`src/rtl/pwm_pkg.sv`:
```
`default_nettype none
// ============================================================================
//  Module      : pwm_pkg
//  Description : Shared types and limits for the multi-channel PWM block.
//  Revision    : 1.0 - initial release
// ============================================================================
package pwm_pkg;

    typedef enum logic [0:0] {
        PWM_EDGE   = 1'b0,
        PWM_CENTER = 1'b1
    } pwm_mode_e;

    typedef enum logic [0:0] {
        DIR_UP   = 1'b0,
        DIR_DOWN = 1'b1
    } pwm_dir_e;

    localparam int MAX_CH = 8;

endpackage
`default_nettype wire

```
`src/rtl/pwm_multichannel_if.sv`:
```
`default_nettype none
// ============================================================================
//  Module      : pwm_multichannel_if
//  Description : Config inputs from the register file and PWM status/outputs.
//  Revision    : 1.0 - initial release
// ============================================================================
interface pwm_multichannel_if #(
    parameter int NUM_CH = 4,
    parameter int CNT_W  = 16,
    parameter int PSC_W  = 16
) ();

    logic                    enable;
    logic                    cfg_load;
    logic                    center_mode;
    logic [CNT_W-1:0]        period;
    logic [PSC_W-1:0]        prescaler;
    logic [NUM_CH*CNT_W-1:0] duty;
    logic [NUM_CH-1:0]       polarity;
    logic [NUM_CH-1:0]       pwm_out;
    logic                    period_tick;
    logic                    cfg_pending;

    modport master (
        output enable, cfg_load, center_mode, period, prescaler, duty, polarity,
        input  pwm_out, period_tick, cfg_pending
    );

    modport slave (
        input  enable, cfg_load, center_mode, period, prescaler, duty, polarity,
        output pwm_out, period_tick, cfg_pending
    );

endinterface
`default_nettype wire

```
`src/rtl/pwm_timebase.sv`:
```
`default_nettype none
// ============================================================================
//  Module      : pwm_timebase
//  Description : Prescaler, edge/center counter with direction FSM and
//                period-boundary detection (o_boundary is the pre-edge strobe).
//  Revision    : 1.0 - initial release
// ============================================================================
module pwm_timebase
    import pwm_pkg::*;
#(
    parameter int CNT_W = 16,
    parameter int PSC_W = 16
) (
    input  logic             clk,
    input  logic             rst_n,
    input  logic             i_enable,
    input  pwm_mode_e        i_mode,
    input  logic [CNT_W-1:0] i_period,
    input  logic [PSC_W-1:0] i_prescaler,
    output logic [CNT_W-1:0] o_cnt,
    output logic             o_boundary
);

    localparam logic [CNT_W-1:0] c_cnt_one = CNT_W'(1);
    localparam logic [PSC_W-1:0] c_psc_one = PSC_W'(1);

    logic [PSC_W-1:0] r_psc;
    logic [CNT_W-1:0] r_cnt;
    pwm_dir_e         r_dir;

    logic [PSC_W-1:0] w_psc_nxt;
    logic [CNT_W-1:0] w_cnt_nxt;
    pwm_dir_e         w_dir_nxt;
    logic             w_tick;
    logic             w_center;
    logic             w_boundary;

    always_ff @(posedge clk or negedge rst_n) begin
        if (!rst_n) begin
            r_psc <= '0;
            r_cnt <= '0;
            r_dir <= DIR_UP;
        end else begin
            r_psc <= w_psc_nxt;
            r_cnt <= w_cnt_nxt;
            r_dir <= w_dir_nxt;
        end
    end

    always_comb begin
        w_tick     = i_enable && (r_psc >= i_prescaler);
        // A zero period in center mode degenerates to edge counting.
        w_center   = (i_mode == PWM_CENTER) && (i_period != '0);
        w_psc_nxt  = r_psc + c_psc_one;
        w_cnt_nxt  = r_cnt;
        w_dir_nxt  = r_dir;
        w_boundary = 1'b0;
        if (!i_enable) begin
            w_psc_nxt = '0;
            w_cnt_nxt = '0;
            w_dir_nxt = DIR_UP;
        end else if (w_tick) begin
            w_psc_nxt = '0;
            if (!w_center) begin
                w_dir_nxt = DIR_UP;
                if (r_cnt >= i_period) begin
                    w_cnt_nxt  = '0;
                    w_boundary = 1'b1;
                end else begin
                    w_cnt_nxt = r_cnt + c_cnt_one;
                end
            end else if (r_dir == DIR_UP) begin
                // Direction flips on the tick that reaches the top count.
                if (r_cnt >= i_period - c_cnt_one) begin
                    w_cnt_nxt = i_period;
                    w_dir_nxt = DIR_DOWN;
                end else begin
                    w_cnt_nxt = r_cnt + c_cnt_one;
                end
            end else begin
                if (r_cnt <= c_cnt_one) begin
                    w_cnt_nxt  = '0;
                    w_dir_nxt  = DIR_UP;
                    w_boundary = 1'b1;
                end else begin
                    w_cnt_nxt = r_cnt - c_cnt_one;
                end
            end
        end
    end

    assign o_cnt      = r_cnt;
    assign o_boundary = w_boundary;

endmodule
`default_nettype wire

```
`src/rtl/pwm_multichannel.sv`:
```
`default_nettype none
// ============================================================================
//  Module      : pwm_multichannel
//  Description : N-channel PWM with shared timebase and shadow configuration
//                committed at period boundaries.
//  Revision    : 1.0 - initial release
// ============================================================================
module pwm_multichannel
    import pwm_pkg::*;
#(
    parameter int NUM_CH = 4,
    parameter int CNT_W  = 16,
    parameter int PSC_W  = 16
) (
    input  logic              clk,
    input  logic              rst_n,
    pwm_multichannel_if.slave bus
);

    pwm_mode_e               r_act_mode;
    logic [CNT_W-1:0]        r_act_period;
    logic [PSC_W-1:0]        r_act_psc;
    logic [NUM_CH*CNT_W-1:0] r_act_duty;
    logic [NUM_CH-1:0]       r_act_pol;

    pwm_mode_e               r_pnd_mode;
    logic [CNT_W-1:0]        r_pnd_period;
    logic [PSC_W-1:0]        r_pnd_psc;
    logic [NUM_CH*CNT_W-1:0] r_pnd_duty;
    logic [NUM_CH-1:0]       r_pnd_pol;
    logic                    r_pending;

    logic [NUM_CH-1:0]       r_pwm;
    logic                    r_period_tick;

    logic [CNT_W-1:0]        w_cnt;
    logic                    w_boundary;
    logic                    w_commit;
    logic [NUM_CH-1:0]       w_raw;

    pwm_timebase #(
        .CNT_W (CNT_W),
        .PSC_W (PSC_W)
    ) u_timebase (
        .clk         (clk),
        .rst_n       (rst_n),
        .i_enable    (bus.enable),
        .i_mode      (r_act_mode),
        .i_period    (r_act_period),
        .i_prescaler (r_act_psc),
        .o_cnt       (w_cnt),
        .o_boundary  (w_boundary)
    );

    // While idle there is no period to wait for, so pending config goes live at once.
    assign w_commit = r_pending && (w_boundary || !bus.enable);

    always_ff @(posedge clk or negedge rst_n) begin
        if (!rst_n) begin
            r_act_mode   <= PWM_EDGE;
            r_act_period <= '0;
            r_act_psc    <= '0;
            r_act_duty   <= '0;
            r_act_pol    <= '0;
            r_pnd_mode   <= PWM_EDGE;
            r_pnd_period <= '0;
            r_pnd_psc    <= '0;
            r_pnd_duty   <= '0;
            r_pnd_pol    <= '0;
            r_pending    <= 1'b0;
        end else begin
            if (w_commit) begin
                r_act_mode   <= r_pnd_mode;
                r_act_period <= r_pnd_period;
                r_act_psc    <= r_pnd_psc;
                r_act_duty   <= r_pnd_duty;
                r_act_pol    <= r_pnd_pol;
            end
            if (bus.cfg_load) begin
                r_pnd_mode   <= pwm_mode_e'(bus.center_mode);
                r_pnd_period <= bus.period;
                r_pnd_psc    <= bus.prescaler;
                r_pnd_duty   <= bus.duty;
                r_pnd_pol    <= bus.polarity;
                r_pending    <= 1'b1;
            end else if (w_commit) begin
                r_pending <= 1'b0;
            end
        end
    end

    for (genvar gi = 0; gi < NUM_CH; gi++) begin : g_ch
        assign w_raw[gi] = (w_cnt < r_act_duty[gi*CNT_W +: CNT_W]);
    end

    always_ff @(posedge clk or negedge rst_n) begin
        if (!rst_n) begin
            r_pwm         <= '0;
            r_period_tick <= 1'b0;
        end else begin
            r_pwm         <= bus.enable ? (w_raw ^ r_act_pol) : r_act_pol;
            r_period_tick <= w_boundary;
        end
    end

    assign bus.pwm_out     = r_pwm;
    assign bus.period_tick = r_period_tick;
    assign bus.cfg_pending = r_pending;

endmodule
`default_nettype wire

```
`src/flat_wrapper.sv`:
```
// flat-port wrapper written by rule: the top's interface ports become plain ports
module pwm_multichannel_flat import pwm_pkg::*;
#(
    parameter int NUM_CH = 4,
    parameter int CNT_W  = 16,
    parameter int PSC_W  = 16
)
  (clk, rst_n, bus_enable, bus_cfg_load, bus_center_mode, bus_period, bus_prescaler, bus_duty, bus_polarity, bus_pwm_out, bus_period_tick, bus_cfg_pending);
  pwm_multichannel_if #(.NUM_CH(NUM_CH), .CNT_W(CNT_W), .PSC_W(PSC_W)) bus_i ();
  input  logic clk;
  input  logic rst_n;
  input wire logic [$bits(bus_i.enable)-1:0] bus_enable;
  input wire logic [$bits(bus_i.cfg_load)-1:0] bus_cfg_load;
  input wire logic [$bits(bus_i.center_mode)-1:0] bus_center_mode;
  input wire logic [$bits(bus_i.period)-1:0] bus_period;
  input wire logic [$bits(bus_i.prescaler)-1:0] bus_prescaler;
  input wire logic [$bits(bus_i.duty)-1:0] bus_duty;
  input wire logic [$bits(bus_i.polarity)-1:0] bus_polarity;
  output wire logic [$bits(bus_i.pwm_out)-1:0] bus_pwm_out;
  output wire logic [$bits(bus_i.period_tick)-1:0] bus_period_tick;
  output wire logic [$bits(bus_i.cfg_pending)-1:0] bus_cfg_pending;
  assign bus_i.enable = bus_enable;
  assign bus_i.cfg_load = bus_cfg_load;
  assign bus_i.center_mode = bus_center_mode;
  assign bus_i.period = bus_period;
  assign bus_i.prescaler = bus_prescaler;
  assign bus_i.duty = bus_duty;
  assign bus_i.polarity = bus_polarity;
  assign bus_pwm_out = bus_i.pwm_out;
  assign bus_period_tick = bus_i.period_tick;
  assign bus_cfg_pending = bus_i.cfg_pending;
  pwm_multichannel #(.NUM_CH(NUM_CH), .CNT_W(CNT_W), .PSC_W(PSC_W)) u_core (.clk(clk), .rst_n(rst_n), .bus(bus_i));
endmodule
```
`config.mk`:
```
export PLATFORM = sky130hd
export DESIGN_NAME = pwm_multichannel_flat
export DESIGN_NICKNAME = d
export VERILOG_FILES = /design/src/rtl/pwm_pkg.sv /design/src/rtl/pwm_multichannel_if.sv /design/src/rtl/pwm_timebase.sv /design/src/rtl/pwm_multichannel.sv /design/src/flat_wrapper.sv
export SDC_FILE = /design/constraint.sdc
export NUM_CORES = 1
export LEC_CHECK = 0
export BUFFER_PORTS_ARGS = -buffer_cell sky130_fd_sc_hd__buf_2
export CAP_MARGIN = 20
export CELL_PAD_IN_SITES_DETAIL_PLACEMENT = 1
export CELL_PAD_IN_SITES_GLOBAL_PLACEMENT = 1
export CORE_MARGIN = 5
export CORE_UTILIZATION = 30
export DETAILED_ROUTE_END_ITERATION = 16
export HOLD_SLACK_MARGIN = 0.1
export PLACE_DENSITY_LB_ADDON = 0.08
export SKIP_CTS_REPAIR_TIMING = 1
export SYNTH_ARGS = -nofsm -noshare
export SYNTH_HDL_FRONTEND = slang
export SYNTH_SLANG_ARGS = --single-unit
export TNS_END_PERCENT = 1
```
`constraint.sdc`:
```
create_clock -name clk -period 3.5 [get_ports clk]
set_input_delay 0.7 -clock clk [delete_from_list [all_inputs] [get_ports clk]]
set_output_delay 0.7 -clock clk [all_outputs]
set_load 0.005 [all_outputs]
```
==> implementation parameters <==
Parameter                              Value

Run status
  Status    finished, violations left
  Failing checks    negative setup slack

Logic synthesis
  Part of the Yosys area used for sequential elements    between 40% and 50%
  Predominant post-synthesis flop cell    dfrtp_1
  Cell Area, Synth    around 0.014 sq mm
  Count of different cell masters after synthesis    80
  Post-synth EDFFs    0
  Number of standard cells after synthesis    about 1300
  Post-Syn Area per Cell    10.87 sq um
  Proportion of synthesized flip-flops having asynchronous set or reset    100.0%
  Net count after synthesis    ~1500
  Synth warn    0
  #FFs+latches synth    241

Die
  Number of ports placed on the die boundary    about 110
  Die area    0.05145 sq mm
  Initial Utilization    slightly above 30%
  Std-Cell Core Area    0.04656 sq mm
  Die X-Extent    approximately 230 um
  Row Count    79
  Die Height    approximately 230 um

Global routing
  Sum of overflow across all layers after global routing    0
  Antenna violations before repair    0
  Pin count of the biggest net entering global routing    around 80
  Aggregate global-route resource usage    17.01%
  First-pass GRT wire length    between 60000 and 70000 um
  Via count of the first global-routing pass    approximately 12000

Pwr
  Total power per unit cell area    approximately 460 mW/mm^2
  NetSw    2.178 mW
  Total power after layout    ~7.7 mW
  Relative contribution of the clock network to total power    about two fifths
  Share of total power consumed by net switching    around 28%
  Combinational share of power    a little under a fifth
  Largest vdd supply drop    approximately 370 uV
  Proportion of power drawn by flip-flops and latches    42.4%
  Leakage power of the design    about 7.8 nW
  Design internal power    ~5.6 mW

Finish
  Post-route insts no fill    2095
  Final core area utilization    a little over a third
  Antenna Cells    0
  Nets@finish    1686
  Layout cells sized above 1    around a third
  Growth of design area from synthesis to finish    18.60%

Route
  Vias after detailed routing    about 11000
  Vias per inst    about 5.1
  Avg WL per Cell    a little over 20 um
  DRC    0
  Total wire length    43560 um
  Drt pass-1 iters    4
  Initial detailed-routing violation count    about 530
  Number of routed nets with antenna violations    0

Worst setup path
  Type of destination of the critical path    flip-flop
  Data arrival time of the critical path    4.02 ns
  Critical path type    flip-flop to flip-flop
  Required time reported for the critical path endpoint    slightly below 4 ns
  Startpoint Class    flip-flop
  Highest net fanout along the worst path    7

Placement
  Number of port buffers    110
  DP Wirelength    31660 um
  Routability cong.    between 0.8 and 0.9
  Post-placement setup slack    -0.2065 ns
  # placed instances    between 2000 and 2500

STA
  RSZ-0062 raised after global routing    yes
  Final min period    between 3 and 4 ns
  Min Hold Slack    approximately 0.12 ns
  Slew @ Worst Pin    roughly 0.88 ns
  Ratio of final minimum period to clock period    102.3%
  Final worst slack    -0.08157 ns
  Final hold violation count    0
  Max-Slew Margin vs Limit    41.06%
  Final Slew Violations    0
  Skew final    approximately 0.023 ns
  Max frequency    about 280 MHz
  Count of final setup violators    3

Hold path
  Hold Path Class    input port to async pin

CTS
  TritonCTS clock tree    done
  Num CTS Buffers    30
  # H-tree levels    1
  Clk slew on worst S/H paths    around 0.060 ns
  Buffer cell driving the clock tree root    clkbuf_16
  Clock latency reported for the late side of the worst-skew pair    0.57 ns
  Bufs on Longest Clock Path    3
  # clock sinks    241

Run
  Maxcap violations    0
==> power groups by stage <==
stage	Clock, mW	Sequential [mW]	Combinational (mW)
CTS	3.09	3.29	1.52
detailed placement	0	3.34	1.51
global route	3.20	3.32	1.67
global placement	0	3.33	1.48
finish	2.97	3.29	1.49
floorplan	0	3.28	1.03
==> placed cells by master, fill, tap and decap left out, types with 5 or more instances in the layout <==
cell type	n
nand2b_1	7
o21ai_0	34
nand2_1	139
nor4_1	12
a31oi_1	12
a21oi_1	36
and3_1	8
o2111ai_1	5
inv_1	111
clkbuf_16	31
ha_1	113
xor2_1	12
clkbuf_1	11
buf_2	108
nor2_1	63
or3_1	5
a21o_1	14
nand3_1	33
nor2b_1	5
dfrtp_1	240
buf_12	10
o221ai_1	7
xnor2_1	25
o211ai_1	7
buf_4	90
mux2_2	102
a311oi_1	5
nand4_1	20
nor3_1	14
o21a_1	6
a211oi_1	8
o22ai_2	91
mux2_4	10
==> final cells by class <==
class	instances	area, sq um
timing repair buffer	209	1431
clock buffer	46	872.1
sequential	241	6032
inverter	112	420.4
multi-input combinational	874	7153
tap	607	759.5
fill	5158	29830
clock inverter	6	60.06
==> kinds of logic after synthesis <==
kind of cell	Yosys count	share of synthesized area [%]
DFF	241	42.76
buffers and inverters	183	6.928
muxes	114	9.350
xor gates and xnor gates	37	2.298
and+or+nand+nor	328	10.89
adders and majority gates	113	10.02
AOI/OAI and AO/OA	282	17.75
==> routing by layer <==
layer	up-vias	part of all wire, %	global-route usage (%)
li1	4999	-	-
met5	-	0	0
met2	195	47	28.08
met1	5383	47	23.40
met4	0	3.0	4.890
met3	81	3.8	2.343
==> final timing paths <==
path | endpoint | from | slack, ns | cells past startpoint
worst max-delay path | u_core.u_timebase.o_cnt[5]$_DFFE_PN0P_ | u_core.r_act_period[2]$_DFFE_PN0P_ | -0.08 | 16
worst min-delay path | u_core.r_pnd_period[3]$_DFFE_PN0P_ | rst_n | 0.12 | 1
worst max register to register | u_core.u_timebase.o_cnt[5]$_DFFE_PN0P_ | u_core.r_act_period[2]$_DFFE_PN0P_ | -0.08 | 16
worst min register to register | u_core.r_pnd_duty[38]$_DFFE_PN0P_ | u_core.r_pnd_duty[38]$_DFFE_PN0P_ | 0.50 | 1
max in group asynchronous | u_core.r_pnd_duty[21]$_DFFE_PN0P_ | rst_n | 2.45 | 2
min in group clk | u_core.r_pnd_duty[44]$_DFFE_PN0P_ | bus_duty[44] | 0.36 | 2
==> worst max-delay path, cell delays in order, from the launching register on <==
cell	delay, ns
dfrtp_1	0.40
nor4_4	0.34
buf_4	0.16
buf_4	0.13
nand4_4	0.10
nor3_1	0.20
xnor2_1	0.15
ha_1	0.26
nand4_1	0.17
inv_1	0.10
a2111oi_4	0.30
buf_4	0.19
o21ai_4	0.10
buf_4	0.18
or4_1	0.46
o211ai_1	0.11
o21bai_1	0.09
==> per-stage QoR <==
| stage | setup TNS, ns | area, sq um |
|---|---|---|
| 2_1_floorplan | 0 | 14110 |
| 3_3_place_gp | -0.2690 | 15730 |
| 3_5_place_dp | -1.611 | 15730 |
| 4_1_cts | -2.105 | 16660 |
| 5_1_grt | -2.311 | 16730 |
| 6_report | -0.1186 | 16730 |
==> registers in the layout, summed over array words and instances (netlist names), 16 cells and up <==
signal	count
u_core.r_act_duty	64
u_core.r_pnd_duty	64
u_core.r_act_period	16
u_core.r_act_psc	16
u_core.r_pnd_period	16
u_core.r_pnd_psc	16
u_core.u_timebase.o_cnt	16
u_core.u_timebase.r_psc	16
==> cells in the mapped netlist (4+ instances only) <==
cell type,n,share of area (%)
a211oi_1,9,0.48
o21ai_1,4,0.14
clkbuf_1,42,1.1
buf_8,9,0.96
nor2_1,64,1.7
a31oi_1,12,0.53
xnor2_1,25,1.6
nand3_1,33,1.2
inv_1,111,3.0
nor4_1,12,0.53
xor2_1,12,0.75
or3_1,5,0.22
o221ai_1,7,0.43
nor3_1,15,0.53
and3_1,9,0.40
o211ai_1,7,0.37
nand4_1,20,0.89
buf_12,9,1.3
dfrtp_1,241,43
ha_1,113,10
a21o_1,14,0.75
a21oi_1,36,1.3
o2111ai_1,5,0.31
o22ai_2,91,8.1
mux2_4,10,1.1
o21a_1,7,0.37
nor2b_1,5,0.22
nand2_1,140,3.7
mux2_2,102,8.1
buf_6,4,0.32
buf_2,4,0.14
o31ai_1,4,0.21
a311oi_1,5,0.31
nand2b_1,7,0.31
o21ai_0,35,1.2
No activity file was read; power rests on OpenSTA's default activity.
